`src/rtl/hypot_iter_if.sv`:
```
// hypot_iter_if: operand / result handshake bundle for hypot_iter.
//   in_valid/in_ready : operand pair offer / unit idle
//   x, y, mode        : unsigned operands, 0 = magnitude, 1 = sum of squares
//   out_valid/out_ready : result offer / consumer take
//   sumsq, mag        : x^2 + y^2 (2W+1 bits), floor(sqrt(sumsq)) (W+1 bits)
// master = producer of operands and consumer of results; slave = hypot_iter.
interface hypot_iter_if #(
  parameter int W = 8
) ();
  logic           in_valid;
  logic           in_ready;
  logic [W-1:0]   x;
  logic [W-1:0]   y;
  logic           mode;
  logic           out_valid;
  logic           out_ready;
  logic [2*W:0]   sumsq;
  logic [W:0]     mag;

  modport master (
    output in_valid, x, y, mode, out_ready,
    input  in_ready, out_valid, sumsq, mag
  );

  modport slave (
    input  in_valid, x, y, mode, out_ready,
    output in_ready, out_valid, sumsq, mag
  );
endinterface

```
`src/rtl/hypot_iter.sv`:
```
// hypot_iter: multi-cycle magnitude unit, floor(sqrt(x^2 + y^2)) or x^2 + y^2.
// Squares are built by shift-add (one multiplier bit per cycle, LSB first),
// the root by a restoring digit-by-digit square root (one bit per cycle).
// Ports:
//   clk   : rising-edge clock
//   rst_n : asynchronous active-low reset
//   bus   : hypot_iter_if.slave handshake bundle (operands in, results out)
module hypot_iter #(
  parameter int W = 8
) (
  input  logic         clk,
  input  logic         rst_n,
  hypot_iter_if.slave  bus
);

  localparam int CW = $clog2(W + 2);

  typedef enum logic [2:0] {
    S_IDLE = 3'd0,
    S_SQX  = 3'd1,
    S_SQY  = 3'd2,
    S_ROOT = 3'd3,
    S_DONE = 3'd4
  } state_t;

  state_t           r_state;
  logic [CW-1:0]    r_cnt;
  logic [W-1:0]     r_y;
  logic             r_mode;
  logic [W-1:0]     r_mplier;
  logic [2*W-1:0]   r_mcand;
  logic [2*W:0]     r_acc;
  logic [2*W+1:0]   r_rad;
  logic [W+1:0]     r_rem;
  logic [W:0]       r_root;
  logic             r_out_valid;
  logic [2*W:0]     r_sumsq;
  logic [W:0]       r_mag;

  logic [2*W:0]     w_acc_next;
  logic [W+4:0]     w_trial;
  logic [W+1:0]     w_rem_next;
  logic [W:0]       w_root_next;
  logic             w_cnt_zero;

  // Next-step datapath: shift-add partial product and one root trial.
  always_comb begin
    w_acc_next  = r_acc;
    w_rem_next  = r_rem;
    w_root_next = r_root;
    if (r_mplier[0]) begin
      w_acc_next = r_acc + {1'b0, r_mcand};
    end else begin
      w_acc_next = r_acc;
    end
    // Top bit of the W+5 bit difference is the borrow: set means trial < 0.
    w_trial = {1'b0, r_rem, r_rad[2*W+1:2*W]} - {2'b00, r_root, 2'b01};
    if (!w_trial[W+4]) begin
      w_rem_next  = w_trial[W+1:0];
      w_root_next = {r_root[W-1:0], 1'b1};
    end else begin
      // Restore: keep the shifted remainder; it stays below 2*root.
      w_rem_next  = {r_rem[W-1:0], r_rad[2*W+1:2*W]};
      w_root_next = {r_root[W-1:0], 1'b0};
    end
    w_cnt_zero = (r_cnt == {CW{1'b0}});
  end

  // Control FSM plus iterative datapath and registered result outputs.
  always_ff @(posedge clk or negedge rst_n) begin
    if (!rst_n) begin
      r_state     <= S_IDLE;
      r_cnt       <= {CW{1'b0}};
      r_y         <= {W{1'b0}};
      r_mode      <= 1'b0;
      r_mplier    <= {W{1'b0}};
      r_mcand     <= {(2*W){1'b0}};
      r_acc       <= {(2*W+1){1'b0}};
      r_rad       <= {(2*W+2){1'b0}};
      r_rem       <= {(W+2){1'b0}};
      r_root      <= {(W+1){1'b0}};
      r_out_valid <= 1'b0;
      r_sumsq     <= {(2*W+1){1'b0}};
      r_mag       <= {(W+1){1'b0}};
    end else begin
      case (r_state)
        S_IDLE: begin
          if (bus.in_valid) begin
            r_y      <= bus.y;
            r_mode   <= bus.mode;
            r_mplier <= bus.x;
            r_mcand  <= {{W{1'b0}}, bus.x};
            r_acc    <= {(2*W+1){1'b0}};
            r_cnt    <= CW'(W - 1);
            r_state  <= S_SQX;
          end else begin
            r_state  <= S_IDLE;
          end
        end
        S_SQX: begin
          r_acc <= w_acc_next;
          if (w_cnt_zero) begin
            // x^2 complete; reload the shifter with y, keep accumulating.
            r_mplier <= r_y;
            r_mcand  <= {{W{1'b0}}, r_y};
            r_cnt    <= CW'(W - 1);
            r_state  <= S_SQY;
          end else begin
            r_mplier <= r_mplier >> 1;
            r_mcand  <= r_mcand << 1;
            r_cnt    <= r_cnt - CW'(1);
          end
        end
        S_SQY: begin
          r_acc <= w_acc_next;
          if (w_cnt_zero) begin
            if (r_mode) begin
              r_sumsq     <= w_acc_next;
              r_mag       <= {(W+1){1'b0}};
              r_out_valid <= 1'b1;
              r_state     <= S_DONE;
            end else begin
              r_rad   <= {1'b0, w_acc_next};
              r_rem   <= {(W+2){1'b0}};
              r_root  <= {(W+1){1'b0}};
              r_cnt   <= CW'(W);
              r_state <= S_ROOT;
            end
          end else begin
            r_mplier <= r_mplier >> 1;
            r_mcand  <= r_mcand << 1;
            r_cnt    <= r_cnt - CW'(1);
          end
        end
        S_ROOT: begin
          r_rem  <= w_rem_next;
          r_root <= w_root_next;
          r_rad  <= {r_rad[2*W-1:0], 2'b00};
          if (w_cnt_zero) begin
            r_sumsq     <= r_acc;
            r_mag       <= w_root_next;
            r_out_valid <= 1'b1;
            r_state     <= S_DONE;
          end else begin
            r_cnt <= r_cnt - CW'(1);
          end
        end
        S_DONE: begin
          if (bus.out_ready) begin
            r_out_valid <= 1'b0;
            r_state     <= S_IDLE;
          end else begin
            r_state     <= S_DONE;
          end
        end
        default: begin
          r_out_valid <= 1'b0;
          r_state     <= S_IDLE;
        end
      endcase
    end
  end

  assign bus.in_ready  = (r_state == S_IDLE);
  assign bus.out_valid = r_out_valid;
  assign bus.sumsq     = r_sumsq;
  assign bus.mag       = r_mag;

endmodule

```
`src/flat_wrapper.sv`:
```
// flat-port wrapper written by rule: the top's interface ports become plain ports
module hypot_iter_flat 
#(
  parameter int W = 8
)
  (clk, rst_n, bus_in_valid, bus_x, bus_y, bus_mode, bus_out_ready, bus_in_ready, bus_out_valid, bus_sumsq, bus_mag);
  hypot_iter_if #(.W(W)) bus_i ();
  input  logic clk;
  input  logic rst_n;
  input wire logic [$bits(bus_i.in_valid)-1:0] bus_in_valid;
  input wire logic [$bits(bus_i.x)-1:0] bus_x;
  input wire logic [$bits(bus_i.y)-1:0] bus_y;
  input wire logic [$bits(bus_i.mode)-1:0] bus_mode;
  input wire logic [$bits(bus_i.out_ready)-1:0] bus_out_ready;
  output wire logic [$bits(bus_i.in_ready)-1:0] bus_in_ready;
  output wire logic [$bits(bus_i.out_valid)-1:0] bus_out_valid;
  output wire logic [$bits(bus_i.sumsq)-1:0] bus_sumsq;
  output wire logic [$bits(bus_i.mag)-1:0] bus_mag;
  assign bus_i.in_valid = bus_in_valid;
  assign bus_i.x = bus_x;
  assign bus_i.y = bus_y;
  assign bus_i.mode = bus_mode;
  assign bus_i.out_ready = bus_out_ready;
  assign bus_in_ready = bus_i.in_ready;
  assign bus_out_valid = bus_i.out_valid;
  assign bus_sumsq = bus_i.sumsq;
  assign bus_mag = bus_i.mag;
  hypot_iter #(.W(W)) u_core (.clk(clk), .rst_n(rst_n), .bus(bus_i));
endmodule
```
`config.mk`:
```
export PLATFORM = sky130hd
export DESIGN_NAME = hypot_iter_flat
export DESIGN_NICKNAME = d
export VERILOG_FILES = /design/src/rtl/hypot_iter_if.sv /design/src/rtl/hypot_iter.sv /design/src/flat_wrapper.sv
export SDC_FILE = /design/constraint.sdc
export NUM_CORES = 1
export LEC_CHECK = 0
export ABC_CLOCK_PERIOD_IN_PS = 3500
export CAP_MARGIN = 20
export CORE_UTILIZATION = 29
export CTS_CLUSTER_DIAMETER = 100
export DETAILED_ROUTE_END_ITERATION = 10
export PLACE_DENSITY_LB_ADDON = 0.05
export RECOVER_POWER = 100
export REMOVE_ABC_BUFFERS = 1
export SYNTH_ARGS = -nofsm -noshare
export SYNTH_HDL_FRONTEND = slang
export SYNTH_SLANG_ARGS = --single-unit
```
`constraint.sdc`:
```
create_clock -name clk -period 3.5 [get_ports clk]
set_input_delay 0.7 -clock clk [delete_from_list [all_inputs] [get_ports clk]]
set_output_delay 0.7 -clock clk [all_outputs]
set_load 0.02 [all_outputs]
```
# After elaboration in Yosys (flattened, before gate mapping)
# Index checks and enable logic that the tools add are counted.
[op_classes]
n_addsub = 3
mux = 48
n_reduce_logical = 16
n_eq_ne = 14
n_bitwise = 1
[op_table]
columns = ["operator", "count"]
rows = [
  ["two-way mux 17 bit", 5],
  ["case mux 17 bit (2 select lines)", 2],
  ["two-way mux 16 bit", 3],
  ["case mux 16 bit (3 select lines)", 1],
  ["two-way mux 9 bit", 5],
  ["two-way mux 18 bit", 2],
  ["case mux 18 bit (2 select lines)", 1],
  ["case mux 9 bit (2 select lines)", 2],
  ["two-way mux 10 bit", 3],
  ["two-way mux 8 bit", 3],
  ["case mux 8 bit (3 select lines)", 1],
  ["two-way mux 4 bit", 5],
  ["case mux 10 bit (2 select lines)", 1],
  ["adder 17 x 16 -> 17 bit", 1],
  ["case mux 4 bit (4 select lines)", 1],
  ["two-way mux 3 bit", 5],
  ["case mux 3 bit (5 select lines)", 1],
  ["subtractor 12 x 11 -> 13 bit", 1],
  ["!= test 2 bit, second input constant", 5],
  ["AND reduction 3 bit", 3],
  ["!= test 2 x 1 -> 1 bit, second input constant", 4],
  ["AND reduction 4 bit", 2],
  ["equality test 3 x 2 -> 1 bit, second input constant", 2],
  ["two-way mux 1 bit", 6],
  ["14 further kinds", 17],
]
[word_totals]
elab_cells = 95
regBits = 121
out_inout_bits = 28
input_bits = 21

# Longest topological paths before layout
[logic_depth]
word_depth = 5
depth_mapped = 10

# Least setup slack after synthesis
# No wires, ideal clock.
[synth_timing]
kind = "register to register"
startpoint = "reg u_core.r_acc[0]"
endpoint = "reg u_core.r_rad[14]"
path_slack_ns = 1.007
path_buffers = 0
stages_incl_launch_ff = 10
required_ns = 3.366
synth_period_minus_slack_ns = 2.493
arrival_time_ns = 2.359
path_cell_list = "dfrtp_1 -> ha_1 -> fa_1 -> a21o_1 -> a221oi_2 -> o211ai_2 -> a21o_1 -> o41ai_4 -> xor2_1 -> o21ai_1"
[synth_between]
elab_chain_cells = 5
[synth_lines]
columns = ["item", "line_no", "text"]
rows = [
  ["from (decl)", "hypot_iter.sv:32", "logic [2*W:0] r_acc;"],
  ["from (signal assigned)", "hypot_iter.sv:78", "r_acc <= {(2*W+1){1'b0}};"],
  ["from (signal assigned)", "hypot_iter.sv:93", "r_acc <= {(2*W+1){1'b0}};"],
  ["from (signal assigned)", "hypot_iter.sv:101", "r_acc <= w_acc_next;"],
  ["adder 17 x 16 -> 17 bit", "hypot_iter.sv:52", "w_acc_next = r_acc + {1'b0, r_mcand};"],
  ["two-way mux 17 bit", "hypot_iter.sv:51", "if (r_mplier[0]) begin"],
  ["two-way mux 18 bit", "hypot_iter.sv:117", "if (r_mode) begin"],
  ["two-way mux 18 bit", "hypot_iter.sv:116", "if (w_cnt_zero) begin"],
  ["case mux 18 bit (2 select lines)", "hypot_iter.sv:86", "case (r_state)"],
  ["to (signal assigned)", "hypot_iter.sv:79", "r_rad <= {(2*W+2){1'b0}};"],
  ["to (signal assigned)", "hypot_iter.sv:123", "r_rad <= {1'b0, w_acc_next};"],
  ["to (signal assigned)", "hypot_iter.sv:138", "r_rad <= {r_rad[2*W-1:0], 2'b00};"],
  ["to (decl)", "hypot_iter.sv:33", "logic [2*W+1:0] r_rad;"],
]
# No other way between the ends. The select of a mux whose other input is x is not followed.
# A chain may end at the register's enable or synchronous reset.

# Worst setup path in the final report
[layout_timing]
startpoint = "reg u_core.r_acc[0]"
endpoint = "reg u_core.r_rad[16]"
# The elaborated chain is that of the path after synthesis.

==> flow_summary_export.csv <==
group,metric,value,unit
outcome,status,"finished, violations left",
outcome,violations,"DRC",
synthesis,ys_warn_count,0,
cells_and_area,drive_gt1_frac,0.08277,
die,die_h,152.0,um
die,dieArea,23100,um2
cts,cts_setup_buffers,0,
synthesis,synth-edff-count,0,
run,max_cap_viol_count,0,
global_route,grt_overflow,0,
worst_setup_path,path_buf_inv,0,
synthesis,syn_area_per_cell,9.636,um2
detailed_routing,routedWlPerCell,17.80,um
sta,relSlewSlack,0.07390,
detailed_routing,first_pass_iters,8,
cells_and_area,diodes,0,
worst_setup_path,worstSetupPathType,"reg -> reg",
die,start_util,0.2971,
cts,numCtsBuffers,17,
sta,grt_setup_unrepaired,"no",
sta,fin_crit_sh,0.8594,
place,dp_hpwl,12580,um
cts,h-tree-depth,4,
cts,cts_buffer_depth,2,
global_route,grt_max_degree,55,
cts,cts_sinks,121,
worst_setup_path,crit_path_end_kind,"flop",
sta,finalSetupViolations,0,
sta,fin_worst_skew,10.39,ps
synthesis,ys.flop_type,"dfrtp_1",
detailed_routing,first_iter_violations,240,
die,die_x,152.0,um
cts,insertion_delay,420,ps
sta,fmax,332.5,MHz
cells_and_area,multiInputGateArea,3222,um2
pwr,pwr-share-seq,0.301,
sta,worst_pin_slew,1389,ps
cells_and_area,fillCellCount,2207,
pwr,p_per_area,1067,nW/um2
cells_and_area,fin_area,7855,um2
cts,cts_resized,0,
place,port_buffers,48,
place,place_congestion,0.7978,
worst_setup_path,startpoint_type,"flop",
detailed_routing,viasPerCell,5.165,
sta,tns,0,ps
global_route,antenna_found_initial,0,
detailed_routing,num_vias,5253,
pwr,leakagePower,3.626,nW
sta,period_minus_slack,3008,ps
synthesis,syn_area,6524,um2
synthesis,yosys_register_bits,121,
pwr,clockPowerShare,0.219,
cts,cts-root-buf,"clkbuf_16",
cells_and_area,fin_nets,773,
pwr,ir_drop,0.4321,mV
worst_setup_path,slowest_stage,"a221oi_1",
min_path,hold_class,"in -> async",
worst_setup_path,crit_path_cell_trace,"ha_1 -> fa_1 -> a21o_1 -> a221oi_1 -> o211ai_2 -> a21o_1 -> o21ai_0 -> mux2i_1 -> o21ai_0",
sta,finalHoldViolCount,0,
detailed_routing,drt_wl_total,18100,um
detailed_routing,ant_nets,0,
die,std_cell_rows,54,
pwr,p_int,4.807,mW
worst_setup_path,critical_path.max_stage_delay,530,ps
global_route,grt_pass1_wl,29890,um
cts,cts_hold_buf,0,
worst_setup_path,arrival,3290,ps
die,core,21960,um2
worst_setup_path,path_delay_family,"compound AO/OA/AOI/OAI gates",
global_route,grtUsageTotal,0.1650,
pwr,p_sw,3.570,mW
worst_setup_path,crit_required,3780,ps
synthesis,synth-seq-area-share,0.4641,
sta,drv_slew,0,
pwr,p_comb_frac,0.480,
synthesis,ys_async_sr_fraction,1.000,
global_route,grt_pass1_vias,5336,
cells_and_area,seqCellArea,3028,um2
synthesis,syn_inst,677,
cts,cts_tree,"built",
pwr,swShare,0.4262,
worst_setup_path,critPathMaxFanout,4,
synthesis,ys_types,66,
cts,path_clk_slew,60,ps
detailed_routing,drcViolationCount,6,
cells_and_area,area_growth,20.41,%
die,ios,49,
place,dpl_cell_area,7310,um2
-- area by class of cell --
cell class                      count  share of cell area
Inverter                           20            0.009557
Tap cell                          280             0.04460
Multi-Input combinational cell    501              0.4102
Clock inverter                     12             0.01864
Timing Repair Buffer               63             0.07216
Sequential cell                   121              0.3855
Clock buffer                       20             0.05941
-- per-layer routing --
| metal | routed length, um | track usage | vias to the layer above |
|---|---|---|---|
| li1 | - | - | 2555 |
| met4 | 230 | 0.05248 | 0 |
| met1 | 8981 | 0.2236 | 2609 |
| met2 | 8498 | 0.2674 | 75 |
| met5 | 0 | 0 | - |
| met3 | 391 | 0.02852 | 14 |
-- path summary, 6_finish.rpt --
check / to / slack (ps) / start / cells after the start
setup / recovery: u_core.r_rad[16] / 490 / u_core.r_acc[0] / 9
hold / removal: u_core.r_root[8] / 300 / rst_n / 1
setup reg to reg: u_core.r_rad[16] / 490 / u_core.r_acc[0] / 9
hold reg to reg: u_core.bus.sumsq[6] / 470 / u_core.bus.sumsq[6] / 1
max in group asynchronous: u_core.r_rad[13] / 1430 / rst_n / 2
min in group clk: u_core.bus.sumsq[6] / 470 / u_core.bus.sumsq[6] / 1
-- power groups by stage --
stage | Clock [mW] | Sequential, mW | Combinational [mW]
after global routing | 1.95 | 2.61 | 4.53
after detailed placement | 0 | 2.56 | 4.15
final | 1.84 | 2.52 | 4.02
after floorplan | 0 | 2.50 | 2.80
after CTS | 1.88 | 2.54 | 4.16
after global placement | 0 | 2.54 | 4.12
-- cells in the mapped netlist, drive strengths merged, types with 4 or more instances --
cell type,count,area share
dfrtp,121,0.46
nand2,93,0.055
o21ai,75,0.060
nor2,49,0.031
a21oi,41,0.031
clkbuf,28,0.019
ha,27,0.052
inv,20,0.012
mux2i,19,0.029
nand3,15,0.012
xnor2,15,0.020
a21o,13,0.015
a22o,13,0.017
nor3,13,0.011
o31ai,12,0.014
a222oi,10,0.015
mux2,10,0.017
nand2b,9,0.0086
a22oi,8,0.0092
and3,7,0.0069
buf,7,0.0071
xor2,7,0.0094
o21a,6,0.0069
a221o,5,0.0077
a31oi,5,0.0048
nor2b,5,0.0048
o211ai,5,0.0065
and2,4,0.0038
o22a,4,0.0054
-- state kept, by name (all words and copies together), names as in the netlist --
register              count
u_core.bus.mag            9
u_core.bus.out_valid      1
u_core.bus.sumsq         17
u_core.r_acc             17
u_core.r_cnt              4
u_core.r_mcand           16
u_core.r_mode             1
u_core.r_mplier           8
u_core.r_rad             18
u_core.r_rem             10
u_core.r_root             9
u_core.r_state            3
u_core.r_y                8
-- cells in the final DEF, fill, tap and decap left out, drive strengths merged, types with 4 or more instances in the layout --
cell	instances
dfrtp	121
nand2	93
o21ai	75
nor2	49
a21oi	41
dlygate4sd3	28
ha	27
clkbuf	27
inv	21
mux2i	19
clkdlybuf4s50	19
nand3	15
xnor2	15
nor3	13
a21o	13
a22o	13
o31ai	12
mux2	10
a222oi	10
nand2b	9
buf	9
a22oi	8
xor2	7
and3	7
o21a	6
nor2b	5
a31oi	5
a221o	5
clkinv	5
o211ai	5
o22a	4
and2	4
-- cells by family (layout without fill, tap and decap cells) --
group,count (synthesis),count (layout),share of synthesized area
adders and majority gates,28,28,0.05485
and+or+nand+nor,206,206,0.1446
AOI/OAI and AO/OA,216,216,0.2227
DFF,121,121,0.4641
xor gates and xnor gates,22,22,0.02954
muxes,29,29,0.04641
buffers and inverters,55,115,0.03778
-- metrics by stage --
step	power (mW)	hold slack, ps	cells	utilization	setup WS [ps]
3_5_place_dp	6.704	465.5	985	0.3329	730.5
6_report	8.378	299.4	1017	0.3577	492.2
2_1_floorplan	5.302	404.4	642	-	498.0
5_1_grt	9.093	350.7	1017	0.3577	332.9
3_3_place_gp	6.663	460.6	985	0.3329	802.8
4_1_cts	8.575	331.6	1017	0.3608	727.1
No activity file was read; power rests on OpenSTA's default activity.
